### config.mk
export PLATFORM = sky130hd
export DESIGN_NAME = reorder_buffer
export DESIGN_NICKNAME = d
export VERILOG_FILES = /design/src/rtl/reorder_buffer.sv
export SDC_FILE = /design/constraint.sdc
export NUM_CORES = 2
export LEC_CHECK = 0
export ABC_CLOCK_PERIOD_IN_PS = 14300
export BUFFER_PORTS_ARGS = -buffer_cell sky130_fd_sc_hd__buf_2
export CAP_MARGIN = 20
export CORE_MARGIN = 3
export CORE_UTILIZATION = 60
export CTS_BUF_LIST = sky130_fd_sc_hd__clkbuf_4
export CTS_CLUSTER_SIZE = 24
export DETAILED_ROUTE_END_ITERATION = 8
export GPL_ROUTABILITY_DRIVEN = 0
export MAX_ROUTING_LAYER = met4
export PLACE_DENSITY_LB_ADDON = 0.25
export SYNTH_ARGS = -nofsm -noshare
export SYNTH_HDL_FRONTEND = slang
export SYNTH_SLANG_ARGS = --single-unit
### constraint.sdc
create_clock -name clk_in -period 14.3 [get_ports clk_in]
set_input_delay 0.715 -clock clk_in [delete_from_list [all_inputs] [get_ports clk_in]]
set_output_delay 0.715 -clock clk_in [all_outputs]
set_load 0.1 [all_outputs]
### src/rtl/reorder_buffer.sv
// In-order reorder buffer: allocates at the tail, accepts out-of-order results, and
// retires one entry per cycle from the head, redirecting fetch on mispredicts and JALR.
module reorder_buffer #(
    parameter int RoB_WIDTH = 4,
    parameter int NON_DEP   = 1 << RoB_WIDTH
) (
    input  logic                 clk_in,
    input  logic                 rst_in,
    input  logic                 rdy_in,
    input  logic                 alloc_en,
    input  logic [1:0]           alloc_type,
    input  logic [4:0]           alloc_rd,
    input  logic [31:0]          alloc_pc,
    input  logic [31:0]          alloc_target,
    input  logic                 alloc_pred_taken,
    output logic [RoB_WIDTH-1:0] alloc_index,
    output logic                 isFull,
    output logic                 isEmpty,
    input  logic                 RS_update_en,
    input  logic [RoB_WIDTH-1:0] RS_update_index,
    input  logic [31:0]          RS_update_data,
    input  logic                 CDB_update_en,
    input  logic [RoB_WIDTH-1:0] CDB_update_index,
    input  logic [31:0]          CDB_update_data,
    input  logic [RoB_WIDTH-1:0] query_index,
    output logic                 query_ready,
    output logic [31:0]          query_data,
    output logic                 commit_reg_en,
    output logic [4:0]           commit_rd,
    output logic [31:0]          commit_data,
    output logic [RoB_WIDTH-1:0] commit_index,
    output logic                 commit_store_en,
    output logic                 flush_signal,
    output logic [31:0]          flush_pc
);
    localparam int RoB_SIZE = 1 << RoB_WIDTH;
    localparam int CNT_W    = RoB_WIDTH + 1;
    // The "no dependency" tag is one past the last index, i.e. the entry count when full.
    localparam logic [CNT_W-1:0] FULL_CNT = CNT_W'(NON_DEP);

    typedef enum logic [1:0] {
        TYPE_REG    = 2'd0,
        TYPE_BRANCH = 2'd1,
        TYPE_STORE  = 2'd2,
        TYPE_JALR   = 2'd3
    } rob_type_e;

    logic                 busy_q   [RoB_SIZE];
    logic                 ready_q  [RoB_SIZE];
    rob_type_e            type_q   [RoB_SIZE];
    logic [4:0]           rd_q     [RoB_SIZE];
    logic [31:0]          pc_q     [RoB_SIZE];
    logic [31:0]          target_q [RoB_SIZE];
    logic                 pred_q   [RoB_SIZE];
    logic [31:0]          data_q   [RoB_SIZE];

    logic [RoB_WIDTH-1:0] head_q, head_d, tail_q, tail_d;
    logic [CNT_W-1:0]     count_q, count_d;

    logic                 commit_reg_en_q, commit_store_en_q, flush_signal_q;
    logic [4:0]           commit_rd_q;
    logic [31:0]          commit_data_q, flush_pc_q;
    logic [RoB_WIDTH-1:0] commit_index_q;

    logic                 do_alloc, do_commit, do_flush, mispredict;
    logic                 rs_hit, cdb_hit;
    rob_type_e            head_type;
    logic [4:0]           head_rd;
    logic [31:0]          head_pc, head_target, head_data;

    assign isFull      = (count_q == FULL_CNT);
    assign isEmpty     = (count_q == '0);
    assign alloc_index = tail_q;
    assign query_ready = busy_q[query_index] && ready_q[query_index];
    assign query_data  = data_q[query_index];

    // Alloc handshake: alloc_en is the request; it is taken at the edge only when the
    // buffer is not full and no redirect is in flight, and lands at alloc_index.
    always_comb begin
        head_type   = type_q[head_q];
        head_rd     = rd_q[head_q];
        head_pc     = pc_q[head_q];
        head_target = target_q[head_q];
        head_data   = data_q[head_q];
        do_alloc    = rdy_in && !flush_signal_q && alloc_en && !isFull;
        do_commit   = rdy_in && !flush_signal_q && busy_q[head_q] && ready_q[head_q];
        mispredict  = (head_type == TYPE_BRANCH) && (head_data[0] != pred_q[head_q]);
        do_flush    = do_commit && (mispredict || head_type == TYPE_JALR);
        rs_hit      = rdy_in && !flush_signal_q && RS_update_en && busy_q[RS_update_index];
        cdb_hit     = rdy_in && !flush_signal_q && CDB_update_en && busy_q[CDB_update_index]
                      && !(rs_hit && RS_update_index == CDB_update_index);
        head_d      = head_q;
        tail_d      = tail_q;
        count_d     = count_q;
        if (do_flush) begin
            head_d  = '0;
            tail_d  = '0;
            count_d = '0;
        end else begin
            if (do_alloc)  tail_d = tail_q + RoB_WIDTH'(1);
            if (do_commit) head_d = head_q + RoB_WIDTH'(1);
            case ({do_alloc, do_commit})
                2'b10:   count_d = count_q + CNT_W'(1);
                2'b01:   count_d = count_q - CNT_W'(1);
                default: count_d = count_q;
            endcase
        end
    end

    always_ff @(posedge clk_in or posedge rst_in) begin
        if (rst_in) begin
            head_q  <= '0;
            tail_q  <= '0;
            count_q <= '0;
        end else begin
            head_q  <= head_d;
            tail_q  <= tail_d;
            count_q <= count_d;
        end
    end

    always_ff @(posedge clk_in or posedge rst_in) begin
        if (rst_in) begin
            for (int i = 0; i < RoB_SIZE; i++) begin
                busy_q[i]  <= 1'b0;
                ready_q[i] <= 1'b0;
            end
        end else if (do_flush) begin
            for (int i = 0; i < RoB_SIZE; i++) begin
                busy_q[i]  <= 1'b0;
                ready_q[i] <= 1'b0;
            end
        end else begin
            if (cdb_hit) ready_q[CDB_update_index] <= 1'b1;
            if (rs_hit)  ready_q[RS_update_index]  <= 1'b1;
            if (do_alloc) begin
                busy_q[tail_q]  <= 1'b1;
                // Stores carry no result, so they are retire-ready from the start.
                ready_q[tail_q] <= (rob_type_e'(alloc_type) == TYPE_STORE);
            end
            if (do_commit) begin
                busy_q[head_q]  <= 1'b0;
                ready_q[head_q] <= 1'b0;
            end
        end
    end

    always_ff @(posedge clk_in) begin
        if (cdb_hit) data_q[CDB_update_index] <= CDB_update_data;
        if (rs_hit)  data_q[RS_update_index]  <= RS_update_data;
        if (do_alloc) begin
            type_q[tail_q]   <= rob_type_e'(alloc_type);
            rd_q[tail_q]     <= alloc_rd;
            pc_q[tail_q]     <= alloc_pc;
            target_q[tail_q] <= alloc_target;
            pred_q[tail_q]   <= alloc_pred_taken;
        end
    end

    always_ff @(posedge clk_in or posedge rst_in) begin
        if (rst_in) begin
            commit_reg_en_q   <= 1'b0;
            commit_store_en_q <= 1'b0;
            flush_signal_q    <= 1'b0;
            commit_rd_q       <= '0;
            commit_data_q     <= '0;
            commit_index_q    <= '0;
            flush_pc_q        <= '0;
        end else begin
            commit_reg_en_q   <= 1'b0;
            commit_store_en_q <= 1'b0;
            flush_signal_q    <= 1'b0;
            commit_rd_q       <= '0;
            commit_data_q     <= '0;
            commit_index_q    <= '0;
            if (do_commit) begin
                commit_index_q <= head_q;
                case (head_type)
                    TYPE_REG: begin
                        commit_reg_en_q <= (head_rd != 5'd0);
                        commit_rd_q     <= head_rd;
                        commit_data_q   <= head_data;
                    end
                    TYPE_STORE: commit_store_en_q <= 1'b1;
                    TYPE_BRANCH: begin
                        if (mispredict) begin
                            flush_signal_q <= 1'b1;
                            flush_pc_q     <= head_data[0] ? head_target : head_pc + 32'd4;
                        end
                    end
                    TYPE_JALR: begin
                        commit_reg_en_q <= (head_rd != 5'd0);
                        commit_rd_q     <= head_rd;
                        commit_data_q   <= head_pc + 32'd4;
                        flush_signal_q  <= 1'b1;
                        flush_pc_q      <= head_data;
                    end
                    default: ;
                endcase
            end
        end
    end

    assign commit_reg_en   = commit_reg_en_q;
    assign commit_store_en = commit_store_en_q;
    assign flush_signal    = flush_signal_q;
    assign commit_rd       = commit_rd_q;
    assign commit_data     = commit_data_q;
    assign commit_index    = commit_index_q;
    assign flush_pc        = flush_pc_q;
endmodule

# == Word-level counts from Yosys, hierarchy flattened ==
# Memory sizes are Yosys's and may differ from the RTL's.
# Index checks and enable logic that the tools add are counted.
# totals
mem_bits_rw,1664
out_inout_bits,115
ff_bits,121
input_bits,154
n_memories,6
elab_cells,180
# memory_table
memory,words,width,rd,rd_clocked_by_memory_dff,wr,line,rtl
data_q,16,32,2,0,2,55,logic [31:0] data_q [RoB_SIZE];
pc_q,16,32,1,0,1,52,logic [31:0] pc_q [RoB_SIZE];
target_q,16,32,1,0,1,53,logic [31:0] target_q [RoB_SIZE];
rd_q,16,5,1,0,1,51,logic [4:0] rd_q [RoB_SIZE];
type_q,16,2,1,0,1,50,rob_type_e type_q [RoB_SIZE];
pred_q,16,1,1,0,1,54,logic pred_q [RoB_SIZE];
# classes
n_lt_le_gt_ge,9
n_eq_ne,10
reduce_logical,31
addsub,5
muxes,66
bitwise,11
# op_table
op,count
$mux 16,12
$pmux 32 s2,2
$mux 32,3
$or 16x16->16,3
$add 32x3->32 const B,1
$and 16x16->16,2
$mux 1,28
$ge 5x5->1 const B,5
$not 4->5,5
$bmux 1 s4,6
$lt 5x1->1 const B,4
$mux 4,5
$logic_and 1x1->1,18
$bwmux 16,1
$demux 1 s4,4
$not 16->16,1
$mux 5,3
$pmux 5 s2,1
$add 4x1->4 const B,2
$eq 2x2->1 const B,4
$reduce_bool 2->1,3
$add 5x1->5 const B,1
$eq 5x5->1 const B,1
$logic_not 5->1,1
other kinds (13),16

# == Logic depth before layout (Yosys ltp) ==
# logic_depth
word_depth,19
mapped_depth,19
ltp_nobuf,14

# == Least setup slack after synthesis ==
# Ideal clock, no wire load.
# synth_path
path_type,input -> register
start,input RS_update_index[0]
end,memory data_q[10][0] (enable)
t_arrival_ns,4.876
path_slack_ns,8.956
setup_ns,0.468
stages,7
path_buffers,1
required_ns,13.832
cell_sequence,buf_1 mux4_2 mux4_2 a21oi_1 nor2b_1 nand2_1 o21ai_0
# synth_lines
element,line,rtl
"start, declared",20,"input logic [RoB_WIDTH-1:0] RS_update_index,"
"end, declared",55,

# == Worst setup path in the final report ==
# layout_path
start,register head_q[0]
end,"register flush_pc_q[28], in the netlist flush_pc[28]"
# layout_between
elab_chain_len,7
word_cells_on_any_way,25
classes_between,add/sub (1); eq/ne (4); mux (9); bitwise (1); reduce/logical (5); memory (5)
# layout_rtl
element,line,rtl
"start, declared",57,"logic [RoB_WIDTH-1:0] head_q, head_d, tail_q, tail_d;"
"start signal, assigned",112,head_q <= '0;
"start signal, assigned",116,head_q <= head_d;
branches (longest 7 deep; another with $mem_v2 16x32),--,
"end signal, assigned",188,flush_pc_q <= head_data[0] ? head_target : head_pc + 32'd4;
"end signal, assigned",196,flush_pc_q <= head_data;
"end, declared",62,"logic [31:0] commit_data_q, flush_pc_q;"
# Parallel ways; which one is timed is not known. The select of a mux whose other input is x is not followed.
# A chain may end at the register's enable or synchronous reset.

==> impl_results.md <==
* Area delta synth->final at 13.18%
* Vias at 45520
* Register bit total from synthesis at 1785
* Status: completed
* CTS Buffer Depth at 4
* Tcrit/Tclk final at 44.07%
* GRT Overall Usage at 33.72%
* Slew Limit Fails at 0
* # rows at 133
* Clk slew on worst S/H paths at 0.07 ns
* Top_reg_cell synth: edfxtp_1
* Crit-path cells: buf_4 -> buf_12 -> mux4_2 -> mux4_2 -> ha_2 -> buf_4 -> inv_1 -> nand2_1 -> nor2_4 -> a221oi_2
* First-pass DRT Iterations at 7
* Worst slew pin tran at 1.142 ns
* Share of layout cells above drive strength 1 at 46.58%
* Die H at 370.5 um
* Crit path launch type: flip-flop
* Slowest cell on crit path: dfrtp_4
* Final antenna-violating net count at 0
* Htree depth at 5
* Hold path depth at 3
* Hold Startpoint: RS_update_index[1]
* Crit path buf inv count at 4
* Worst Path Arrival at 7.47 ns
* Ys async rst share at 6.779%
* R2R depth at 10
* Initial antenna violation count at 27
* Clock Latency Late Sink at 1.39 ns
* CTS Buf Count at 455
* Net Count, Synth at 4151
* FF-to-FF Start: head_q[0]$_DFFE_PP0P_
* Die Span X at 370.5 um
* DR vias/cell at 6.731
* GRT overflow at 0
* Largest net degree at the start of global routing at 160
* IO Count at 269
* CP peak stage delay at 0.92 ns
* Max Fclk at 0.1587 GHz
* Mapped Cells at 3980
* Class of the worst hold path: input port to flip-flop
* Final setup viols at 0
* Hold Path Sink: data_q[15][9]$_DFFE_PP_
* Iter 0 DRT Violations at 6161
* Number of global-route vias before repair at 46010
* Worst setup EP type: flip-flop
* Hold_ws at 0.1987 ns
* CTS resizes at 0
* Clock Skews at 0.1371 ns
* Root buf cell: clkbuf_4
* Post-DR wirelength/cell at 32.79 um
* P_leak at 30.25 nW
* Relative slew slack at 23.59%
* Max VDD drop at 0.0001547 V
* Synth warn at 0
* Port Buffer Count at 268
* Min Clock Period, post-route at 6.301 ns
* Reg2Reg Capture Point: flush_pc[28]$_DFFE_PP0P_
* Pwr/cell area at 169.9 nW/um^2
* Post-layout nets at 4812
* Core area at 131600 um^2
* Unrepaired setup endpoints after global routing: no
* Setup tns final at 0 ns
* Sequential fraction of the synthesis area at 66.48%
* Routed WL at 221.7 mm
* Req. time, crit path at 15.47 ns
* Die area at 137300 um^2
* Hold Fails Final Rpt at 0
* Avg Inst Size Synth at 20.03 um^2
* Synth unique cells at 71
* First-pass GRT wire length at 319.1 mm
* CTS tree: yes
* Detailed Place HPWL at 122.8 mm
* Crit path kind: flip-flop to flip-flop
* Top Family by Delay on Critical Path: buffers and inverters
* Post-Syn Area at 79720 um^2
* Number of flops mapped to enable cells by yosys at 1664
* # clock sinks at 1785
* Initial Util at 60.56%
* R2r setup slk at 8.00 ns
* Max-Cap Viols at 0
* # DRC at 0
* CP Max Fanout at 102
-- sequential cells by signal, indices dropped and copies added (netlist names), 5 cells and up --
register	count
data_q	512
pc_q	512
target_q	512
rd_q	80
commit_data	32
flush_pc	32
type_q	32
busy_q	16
pred_q	16
ready_q	16
commit_rd	5
count_q	5
-- cell usage in the layout, fill, tap and decap left out, types with 6 or more instances in the layout --
cell           count
buf_4             74
ha_1              15
clkbuf_4         668
o31a_1             9
mux2i_1            8
xor2_1            19
o21ai_0           39
nand2_1          141
o21ai_1           12
nand4_1            6
nand2b_1           8
a22o_1             8
or3_1              7
nand3_1           18
mux4_2           677
a221oi_2           7
nand2_4            7
edfxtp_1        1664
o21ai_4           16
dfrtp_1          118
and3_1            16
clkinv_2          13
nor2_1            78
diode_2           24
a22oi_1           41
clkinv_1         109
dlygate4sd3_1    172
a211oi_1           9
inv_1             15
and2_4            12
bufinv_16          6
and2_1            11
a21oi_1           55
nor3_1            16
buf_2            265
mux2_2           516
xnor2_1           19
-- worst reg2reg max path: cells and delay by family (launching register included) --
kind / cells / cell delay (ns)
buffers and inverters: 4 / 2.66
and+or+nand+nor: 2 / 1.06
muxes: 2 / 1.18
DFF: 1 / 0.92
AOI/OAI and AO/OA: 1 / 0.12
adders and majority gates: 1 / 0.19
-- metrics by stage --
stage	area [um^2]	instances	util (%)	worst slack, ns	total power [mW]
CTS	90150	6737	68.49	7.733	15.36
global placement	82750	5766	62.86	7.793	11.02
finish	90230	6762	68.55	7.999	15.33
global route	90220	6757	68.54	7.541	15.89
detailed placement	82750	5766	62.86	7.756	11.08
floorplan	79720	3980	-	8.956	9.695
-- cell families (layout without fill, tap and decap cells) --
kind of cell,count (synthesis),in the layout,share of synthesized area (%)
DFF,1785,1785,66.48
muxes,1205,1205,26.63
and+or+nand+nor,378,378,2.381
buffers and inverters,331,1334,1.954
AOI/OAI and AO/OA,226,226,1.861
xor gates and xnor gates,38,38,0.4175
adders and majority gates,17,17,0.2762
other,0,24,0
-- power by group --
group | total, mW | switching (mW) | internal, mW
clock network | 4.27 | 2.04 | 2.23
logic | 4.79 | 2.96 | 1.83
registers | 6.26 | 0.258 | 6.01
total | 15.3 | 5.26 | 10.1
-- metal layers --
metal | vias up | share of wire (%) | wire [um] | track usage, %
met5 | - | 0 | 0 | -
met4 | 0 | 3.5 | 7853 | 12.98
met3 | 449 | 12 | 27560 | 9.262
met2 | 3133 | 47 | 103400 | 48.55
met1 | 23650 | 37 | 82870 | 46.69
li1 | 18280 | - | - | -
-- final cells by class --
cell class,instances,area [um^2]
clock buffers,668,5015
diodes,24,60.06
inverters,18,80.08
clock inverters,131,669.4
flip-flops and latches,1785,53010
well taps,1755,2196
repair buffers,517,3704
fillers,8442,41400
multi-input cells,1864,25500
-- worst max-delay path by stage --
stage	end	slack, ns	from	cells past startpoint
global placement	flush_pc[26]$_DFFE_PP0P_	7.79	head_q[0]$_DFFE_PP0P_	10
detailed placement	flush_pc[26]$_DFFE_PP0P_	7.76	head_q[0]$_DFFE_PP0P_	10
CTS	flush_pc[26]$_DFFE_PP0P_	7.73	head_q[0]$_DFFE_PP0P_	10
global route	flush_pc[30]$_DFFE_PP0P_	7.54	head_q[0]$_DFFE_PP0P_	11
finish	flush_pc[28]$_DFFE_PP0P_	8.00	head_q[0]$_DFFE_PP0P_	10
floorplan	data_q[10][0]$_DFFE_PP_	8.96	RS_update_index[0]	7
-- synthesized netlist by cell type (7+ instances only) --
library cell / number / share of area (%)
clkbuf_1: 163 / 0.77
o21ai_1: 12 / 0.075
nor2_1: 79 / 0.37
and3_1: 20 / 0.16
a22oi_1: 41 / 0.39
mux2_2: 516 / 7.3
mux2i_1: 8 / 0.10
nand2b_1: 8 / 0.063
buf_6: 18 / 0.25
buf_1: 62 / 0.29
a22o_1: 8 / 0.088
xor2_1: 19 / 0.21
ha_1: 16 / 0.25
nor3_1: 16 / 0.10
and2_1: 23 / 0.18
or3_1: 7 / 0.055
inv_1: 17 / 0.080
a21oi_1: 55 / 0.35
a211oi_1: 9 / 0.085
o31a_1: 9 / 0.099
buf_2: 44 / 0.28
o21ai_0: 56 / 0.35
edfxtp_1: 1664 / 63
buf_4: 23 / 0.22
mux4_2: 677 / 19
dfrtp_1: 121 / 3.8
nand2_1: 153 / 0.72
nand3_1: 22 / 0.14
a221oi_2: 7 / 0.13
xnor2_1: 19 / 0.21
-- repair_timing --
item / in CTS / in global routing
hold endpoints to repair: 1739 / 0
hold buffers: 172 / 0
setup buffers: 0 / 0
setup endpoints to repair: 0 / 0
Note: power is estimated with default switching activity, not from simulation.
